### src/rtl/mem_access_unit.sv
// MEM-stage sequencer: runs word, byte and pointer-indirect accesses against the
// single-port memory, stalling the pipeline until the access retires.
module mem_access_unit #(
    parameter int unsigned TIMEOUT = 255
) (
    input  logic        clk,
    input  logic        reset_n,
    input  logic        req_valid,
    input  logic        read,
    input  logic        write,
    input  logic        indirect,
    input  logic [1:0]  mem_byte_sig,
    input  logic [15:0] address,
    input  logic [15:0] store_data,
    input  logic        mem_resp,
    input  logic [15:0] mem_rdata,
    output logic [15:0] mem_address,
    output logic        mem_read,
    output logic        mem_write,
    output logic [1:0]  mem_byte_enable,
    output logic [15:0] mem_wdata,
    output logic        stall,
    output logic        done,
    output logic [15:0] load_data,
    output logic        err
);

    localparam int unsigned CntW = (TIMEOUT > 255) ? $clog2(TIMEOUT + 1) : 8;
    localparam logic [CntW-1:0] CntLast = CntW'(TIMEOUT - 1);

    typedef enum logic [1:0] {StIdle, StPtr, StAccess, StDone} state_e;

    state_e          state_q, state_d;
    logic [15:0]     addr_q, addr_d;
    logic [15:0]     wdata_q, wdata_d;
    logic [15:0]     load_q, load_d;
    logic            rd_q, rd_d;
    logic            word_q, word_d;
    logic            err_q, err_d;
    logic [CntW-1:0] cnt_q, cnt_d;

    logic            hit;
    logic            timeout_hit;
    logic [15:0]     word_addr;
    logic [15:0]     aligned;

    assign hit         = req_valid & (read | write) & (mem_byte_sig != 2'b00);
    // A response in the final wait cycle takes priority over the timeout.
    assign timeout_hit = (TIMEOUT != 0) && !mem_resp && (cnt_q == CntLast);
    assign word_addr   = {addr_q[15:1], 1'b0};
    assign aligned     = word_q    ? mem_rdata :
                         addr_q[0] ? {8'h00, mem_rdata[15:8]} : {8'h00, mem_rdata[7:0]};

    always_comb begin
        state_d         = state_q;
        addr_d          = addr_q;
        wdata_d         = wdata_q;
        load_d          = load_q;
        rd_d            = rd_q;
        word_d          = word_q;
        err_d           = err_q;
        cnt_d           = cnt_q;
        mem_address     = 16'h0000;
        mem_read        = 1'b0;
        mem_write       = 1'b0;
        mem_byte_enable = 2'b00;
        mem_wdata       = 16'h0000;
        stall           = 1'b0;
        done            = 1'b0;
        load_data       = 16'h0000;
        err             = 1'b0;

        unique case (state_q)
            StIdle: begin
                stall = hit;
                if (hit) begin
                    addr_d  = address;
                    wdata_d = store_data;
                    rd_d    = read;
                    word_d  = indirect | (mem_byte_sig == 2'b11);
                    cnt_d   = '0;
                    load_d  = 16'h0000;
                    err_d   = 1'b0;
                    state_d = indirect ? StPtr : StAccess;
                end
            end
            StPtr: begin
                stall           = 1'b1;
                mem_read        = 1'b1;
                mem_address     = word_addr;
                mem_byte_enable = 2'b11;
                if (mem_resp) begin
                    addr_d  = mem_rdata;
                    cnt_d   = '0;
                    state_d = StAccess;
                end else if (timeout_hit) begin
                    err_d   = 1'b1;
                    load_d  = 16'h0000;
                    state_d = StDone;
                end else begin
                    cnt_d = cnt_q + 1'b1;
                end
            end
            StAccess: begin
                stall           = 1'b1;
                mem_read        = rd_q;
                mem_write       = ~rd_q;
                mem_address     = word_addr;
                mem_byte_enable = word_q ? 2'b11 : (addr_q[0] ? 2'b10 : 2'b01);
                if (!rd_q) begin
                    mem_wdata = word_q ? wdata_q : {wdata_q[7:0], wdata_q[7:0]};
                end
                if (mem_resp) begin
                    load_d  = rd_q ? aligned : 16'h0000;
                    err_d   = 1'b0;
                    state_d = StDone;
                end else if (timeout_hit) begin
                    err_d   = 1'b1;
                    load_d  = 16'h0000;
                    state_d = StDone;
                end else begin
                    cnt_d = cnt_q + 1'b1;
                end
            end
            StDone: begin
                done      = 1'b1;
                load_data = load_q;
                err       = err_q;
                state_d   = StIdle;
            end
            default: state_d = StIdle;
        endcase
    end

    always_ff @(posedge clk) begin
        if (!reset_n) begin
            state_q <= StIdle;
            addr_q  <= 16'h0000;
            wdata_q <= 16'h0000;
            load_q  <= 16'h0000;
            rd_q    <= 1'b0;
            word_q  <= 1'b0;
            err_q   <= 1'b0;
            cnt_q   <= '0;
        end else begin
            state_q <= state_d;
            addr_q  <= addr_d;
            wdata_q <= wdata_d;
            load_q  <= load_d;
            rd_q    <= rd_d;
            word_q  <= word_d;
            err_q   <= err_d;
            cnt_q   <= cnt_d;
        end
    end

endmodule

### config.mk
export PLATFORM = sky130hd
export DESIGN_NAME = mem_access_unit
export DESIGN_NICKNAME = d
export VERILOG_FILES = /design/src/rtl/mem_access_unit.sv
export SDC_FILE = /design/constraint.sdc
export NUM_CORES = 1
export LEC_CHECK = 0
export BUFFER_PORTS_ARGS = -buffer_cell sky130_fd_sc_hd__buf_2
export CORE_MARGIN = 1
export CORE_UTILIZATION = 50
export CTS_CLUSTER_SIZE = 30
export DETAILED_ROUTE_END_ITERATION = 16
export PLACE_DENSITY = 0.79
export SLEW_MARGIN = 20
export SYNTH_ARGS = -nofsm -noshare
export SYNTH_HDL_FRONTEND = slang
export SYNTH_SLANG_ARGS = --single-unit
### constraint.sdc
create_clock -name clk -period 2.4 [get_ports clk]
set_clock_uncertainty 0.15 [all_clocks]
set_input_delay 0.12 -clock clk [delete_from_list [all_inputs] [get_ports clk]]
set_output_delay 0.12 -clock clk [all_outputs]
set_load 0.005 [all_outputs]
-- Word-level counts from Yosys, hierarchy flattened
Cells that the tools add are included.
- bits in registers: 61
- bits in latches: 0
- bits in writable memories: 0
- ROM bits: 0
- input port bits: 57
- output and inout bits: 55
- logic and storage cells: 74
- memories kept: 0
- add/sub/neg operators: 1
- $mul: 0
- divide/modulo/power cells: 0
- magnitude comparators: 0
- equal/unequal tests: 9
- shift-type cells: 0
- mux-type cells: 40
- bitwise logic cells: 5
- reductions and logical operators: 11
- operators by type and width (kind ; count):
    two-way mux 16 bit ; 13
    one-hot mux 16 bit (3 select lines) ; 1
    two-way mux 8 bit ; 5
    one-hot mux 16 bit (2 select lines) ; 1
    one-hot mux 8 bit (3 select lines) ; 1
    two-way mux 2 bit ; 7
    AND reduction 3 bit ; 3
    adder 8 x 1 -> 8 bit (second input constant) ; 1
    == test 8 bit (second input constant) ; 1
    != test 2 bit (second input constant) ; 4
    one-hot mux 2 bit (4 select lines) ; 1
    two-way mux 1 bit ; 7
    == test 2 bit (second input constant) ; 3
    one-hot mux 1 bit (2 select lines) ; 2
    one-hot mux 2 bit (2 select lines) ; 1
    nonzero test 2 bit ; 2
    one-hot mux 1 bit (3 select lines) ; 1
    nonzero test 3 bit ; 1
    bitwise AND 1 bit ; 2
    == test 2 x 1 -> 1 bit (second input constant) ; 1
    zero test 2 bit ; 1
    OR 1 bit ; 2
    AND reduction 2 bit ; 1
    OR reduction 2 bit ; 1
    other kinds (3) ; 3

-- Longest topological paths before layout
- depth after elaboration: 5
- gate-level depth with buffers: 8
- depth with buffers taken out: 6

-- Worst setup path after synthesis
OpenSTA, ideal clock, no wires.
- path kind: register to register
- start point: register state_q[0]
- end point: register cnt_q[0]
- setup time: 138 ps
- arrival: 1751 ps
- required time: 2112 ps
- slack: 361 ps
- cell stages (with the launch flop): 9
- buffers on the path: 2
- clock period less this slack: 2039 ps
- path through: dfxtp_1 -> inv_1 -> ha_1 -> buf_6 -> a21o_1 -> a211o_1 -> buf_4 -> o21ai_1 -> a21oi_1
- word-level cells in the longest chain between the ends: 3
- elaborated cells on any way between the ends: 8
- classes of those cells: 4 x eq/ne; 1 x mux; 3 x reduce/logical
- ends and longest elaborated chain (what ; RTL line ; source):
    start, declared ; 33 ; state_e state_q, state_d;
    start signal, assigned ; 137 ; state_q <= StIdle;
    start signal, assigned ; 146 ; state_q <= state_d;
    == test 2 bit, or another cell as far along ; 73 ; unique case (state_q)
    != test 2 bit (no source line) or nonzero test 3 bit (tied branches) ; n/a ;
    AND reduction 3 bit (no source line) ; n/a ;
    end signal, assigned ; 153 ; cnt_q <= cnt_d;
    end, declared ; 40 ; logic [CntW-1:0] cnt_q, cnt_d;
Several ways; a longest one is shown, not always the timed one.
A chain may end at the register's enable or synchronous reset.

-- Final worst setup path
- start point: register state_q[1]
- end point: register load_q[2]
- word-level cells in the longest chain between the ends: 3
- elaborated cells on any way between the ends: 8
- classes of those cells: 4 x eq/ne; 1 x mux; 3 x reduce/logical
- ends and longest elaborated chain (what ; RTL line ; source):
    == test 2 x 1 -> 1 bit, or another cell as far along ; 73 ;
    != test 2 bit (no source line) or nonzero test 3 bit (tied branches) ; n/a ;
    AND reduction 3 bit (no source line) ; n/a ;
    end signal, assigned ; 149 ; load_q <= load_d;
    end, declared ; 36 ; logic [15:0] load_q, load_d;
Several ways; a longest one is shown, not always the timed one.

==> flow_metrics.tcl <==
set metrics [dict create \
    hold_start "address[10]" \
    seqPwrFrac_pct 37.2 \
    path_cells "inv_1 -> ha_1 -> buf_4 -> a22oi_1 -> nand3_1 -> o221a_2" \
    hold_viol_final 1 \
    wl_per_cell_um 15.3 \
    drc 0 \
    hold_class "input port to flip-flop" \
    synth_top_cell_area_share_pct 36.9 \
    fmax_ghz 0.451 \
    met3_usage_pct 6.16 \
    ir_drop_mv 0.491 \
    grt.met1_usage_pct 34.0 \
    worst_setup_path_end_kind "flip-flop" \
    vias_per_cell 5.56 \
    drtPass1Iterations 4 \
    synth-edff-count 0 \
    cts-root-buf "clkbuf_8" \
    p_sw_share_pct 33.6 \
    status "finished, violations left" \
    rrSetupSlack_ns 0.18 \
    period_share_pct 92.3 \
    ctsLongestPathBuffers 2 \
    synth_ff_type "dfxtp_1" \
    numPortBuffers 110 \
    clkPwrFrac_pct 31.5 \
    grt_pass1_vias 3370 \
    crit_path_start_kind "flip-flop" \
    antenna_found_initial 0 \
    dp_hpwl_um 6250 \
    initial_core_util_pct 51.9 \
    finalSetupTns_ns 0 \
    drive_gt1_share_pct 29.2 \
    ys_ff_latch 61 \
    synth_top_area_cell "dfxtp_1" \
    post-cts-setup-buffers 0 \
    grt_pass1_wl_um 15400 \
    ioPinCount 112 \
    crit_family "compound AO/OA/AOI/OAI gates" \
    slew_viol_final 0 \
    async_flop_share_pct 0 \
    setup_viol 0 \
    die_h_um 83.4 \
    clkSinkCount 61 \
    grt_use_met2_pct 46.0 \
    cpPeakStageDelay_ns 0.41 \
    hold_slack_ns -0.00600 \
    syn_to_final_growth_pct 36.6 \
    period_minus_slack_ns 2.22 \
    vias 3476 \
    overflow 0 \
    critPathMaxFanout 7 \
    combinationalPowerShare_pct 31.3 \
    violations "hold timing" \
    yosysWarnings 0 \
    wirelength_um 9530 \
    synth_cell_types 47 \
    synth_nets 464 \
    rows 29 \
    yosys-top-cells-area "dfxtp_1, mux2i_1, and2_1" \
    synth_common_cells "dfxtp_1, and2_1, nand2_1" \
    seq_area_frac_synth_pct 36.9 \
    synthCells 401 \
    gp_congestion 0.825 \
    r2r_start "state_q[1]" \
    hold-path-endpoint "addr_q[10]" \
    synthesis.area_um2 3310 \
    avgSynthCellArea_um2 8.26 \
    maxCapViolations 0 \
    track_usage_pct 27.5 \
    grt_busiest_layer "met2" \
    tightestPinTransition_ns 0.821 \
    cp.required_ns 2.48 \
    clk_latency_ns 0.34 \
    first_iter_violations 159 \
    antenna_cells 0 \
    nets 606 \
    core-area_um2 6390 \
    slowest_stage "dfxtp_1" \
    switching_power_mw 1.08 \
    cts_tree "done" \
    slew_headroom_pct 45.2 \
    ant_nets 0 \
    cts.clk_slew.worst_paths_ns 0.07 \
    power.density_nw_per_um2 714 \
    arrival_ns 2.30 \
    p_leak_nw 1.98 \
    worstSetupPathType "flip-flop to flip-flop" \
    htreeDepth 3 \
    holdPathStages 3 \
    synth_most_common_cell "dfxtp_1" \
    die_w_um 83.4 \
    cts_made_buffers 9 \
    p_int_mw 2.14 \
    cp_num_buf_inv 2 \
    grt_max_degree 47 \
    timing.rr.end "load_q[2]" \
    die_area_um2 6950 \
    rsz0062_at_grt "false" \
    reg2reg_depth 6 \
]
-- routing by layer --
layer | vias to the layer above | wire, um
li1 | 1707 | -
met1 | 1585 | 4140
met2 | 161 | 4470
met3 | 23 | 696
met4 | 0 | 229
met5 | - | 0
-- power groups by stage --
stage / combinational (mW) / clock (mW) / sequential, mW
2_1_floorplan: 0.674 / 0 / 1.20
3_3_place_gp: 0.914 / 0 / 1.22
3_5_place_dp: 0.942 / 0 / 1.22
4_1_cts: 0.995 / 1.02 / 1.20
5_1_grt: 1.11 / 1.08 / 1.21
6_report: 1.01 / 1.02 / 1.20
-- stage by stage --
stage          area, um2  util (%)  setup slack, ns  std cells  power, mW
2_1_floorplan       3310         -            0.361        401       1.88
3_3_place_gp        3920      61.4            0.197        573       2.13
3_5_place_dp        3920      61.4           0.0724        573       2.16
4_1_cts             4510      70.6           0.0596        625       3.22
5_1_grt             4520      70.8           0.0293        625       3.40
6_report            4520      70.8            0.185        625       3.23
-- sequential cells by signal (all words and copies together) (netlist names) --
register / flops
addr_q: 16
cnt_q: 8
err_q: 1
load_q: 16
rd_q: 1
state_q: 2
wdata_q: 16
word_q: 1
-- area by class of cell --
type,instances,area (um2)
Clock buffer,9,124
Clock inverter,7,97.6
Fill cell,503,1860
Inverter,18,67.6
Multi-Input combinational cell,292,1890
Sequential cell,61,1220
Tap cell,77,96.3
Timing Repair Buffer,161,1020
-- worst max-delay path by stage --
| stage | end | startpoint | slack (ns) | cells after the start |
|---|---|---|---|---|
| CTS | cnt_q[0] | state_q[0] | 0.06 | 7 |
| global route | load_q[2] | state_q[1] | 0.03 | 6 |
| floorplan | cnt_q[0] | state_q[0] | 0.36 | 8 |
| detailed placement | cnt_q[3] | state_q[0] | 0.07 | 7 |
| finish | load_q[2] | state_q[1] | 0.18 | 6 |
| global placement | cnt_q[0] | state_q[0] | 0.20 | 7 |
-- kinds of logic (layout without fill, tap and decap cells) --
family / count (synthesis) / after routing / share of synthesized area (%)
simple gates: 159 / 159 / 24.6
flops: 61 / 61 / 36.9
mux: 33 / 33 / 10.1
compound gates: 93 / 93 / 19.6
buf+inv: 48 / 195 / 6.50
fa+ha+maj: 6 / 6 / 2.27
other cells: 1 / 1 / 0.113
-- repair_timing --
item / CTS / global route
hold buffers: 36 / 0
endpoints found under the hold margin: 36 / 0
setup endpoints to repair: 0 / 24
resized for setup: 0 / 5
-- worst register-to-register path: stages (launching register included) --
cell,delay [ns]
dfxtp_1,0.41
inv_1,0.09
ha_1,0.20
buf_4,0.16
a22oi_1,0.41
nand3_1,0.32
o221a_2,0.38
-- cells in the final DEF, fill, tap and decap left out, types with 3 or more instances in the layout --
| cell | count |
|---|---|
| o21a_1 | 3 |
| inv_1 | 17 |
| ha_1 | 6 |
| o221a_2 | 7 |
| or4_1 | 6 |
| nor2b_1 | 4 |
| dfxtp_1 | 61 |
| nand2_1 | 38 |
| nand4_1 | 3 |
| mux2i_1 | 30 |
| a211oi_1 | 18 |
| o31ai_1 | 16 |
| buf_2 | 110 |
| buf_4 | 15 |
| mux2_2 | 3 |
| clkbuf_8 | 9 |
| nand3_1 | 13 |
| o21ai_0 | 5 |
| nor2_1 | 36 |
| nor4_1 | 6 |
| and2_1 | 42 |
| dlygate4sd3_1 | 36 |
| a21oi_1 | 28 |
Note: power is estimated with default switching activity, not from simulation.
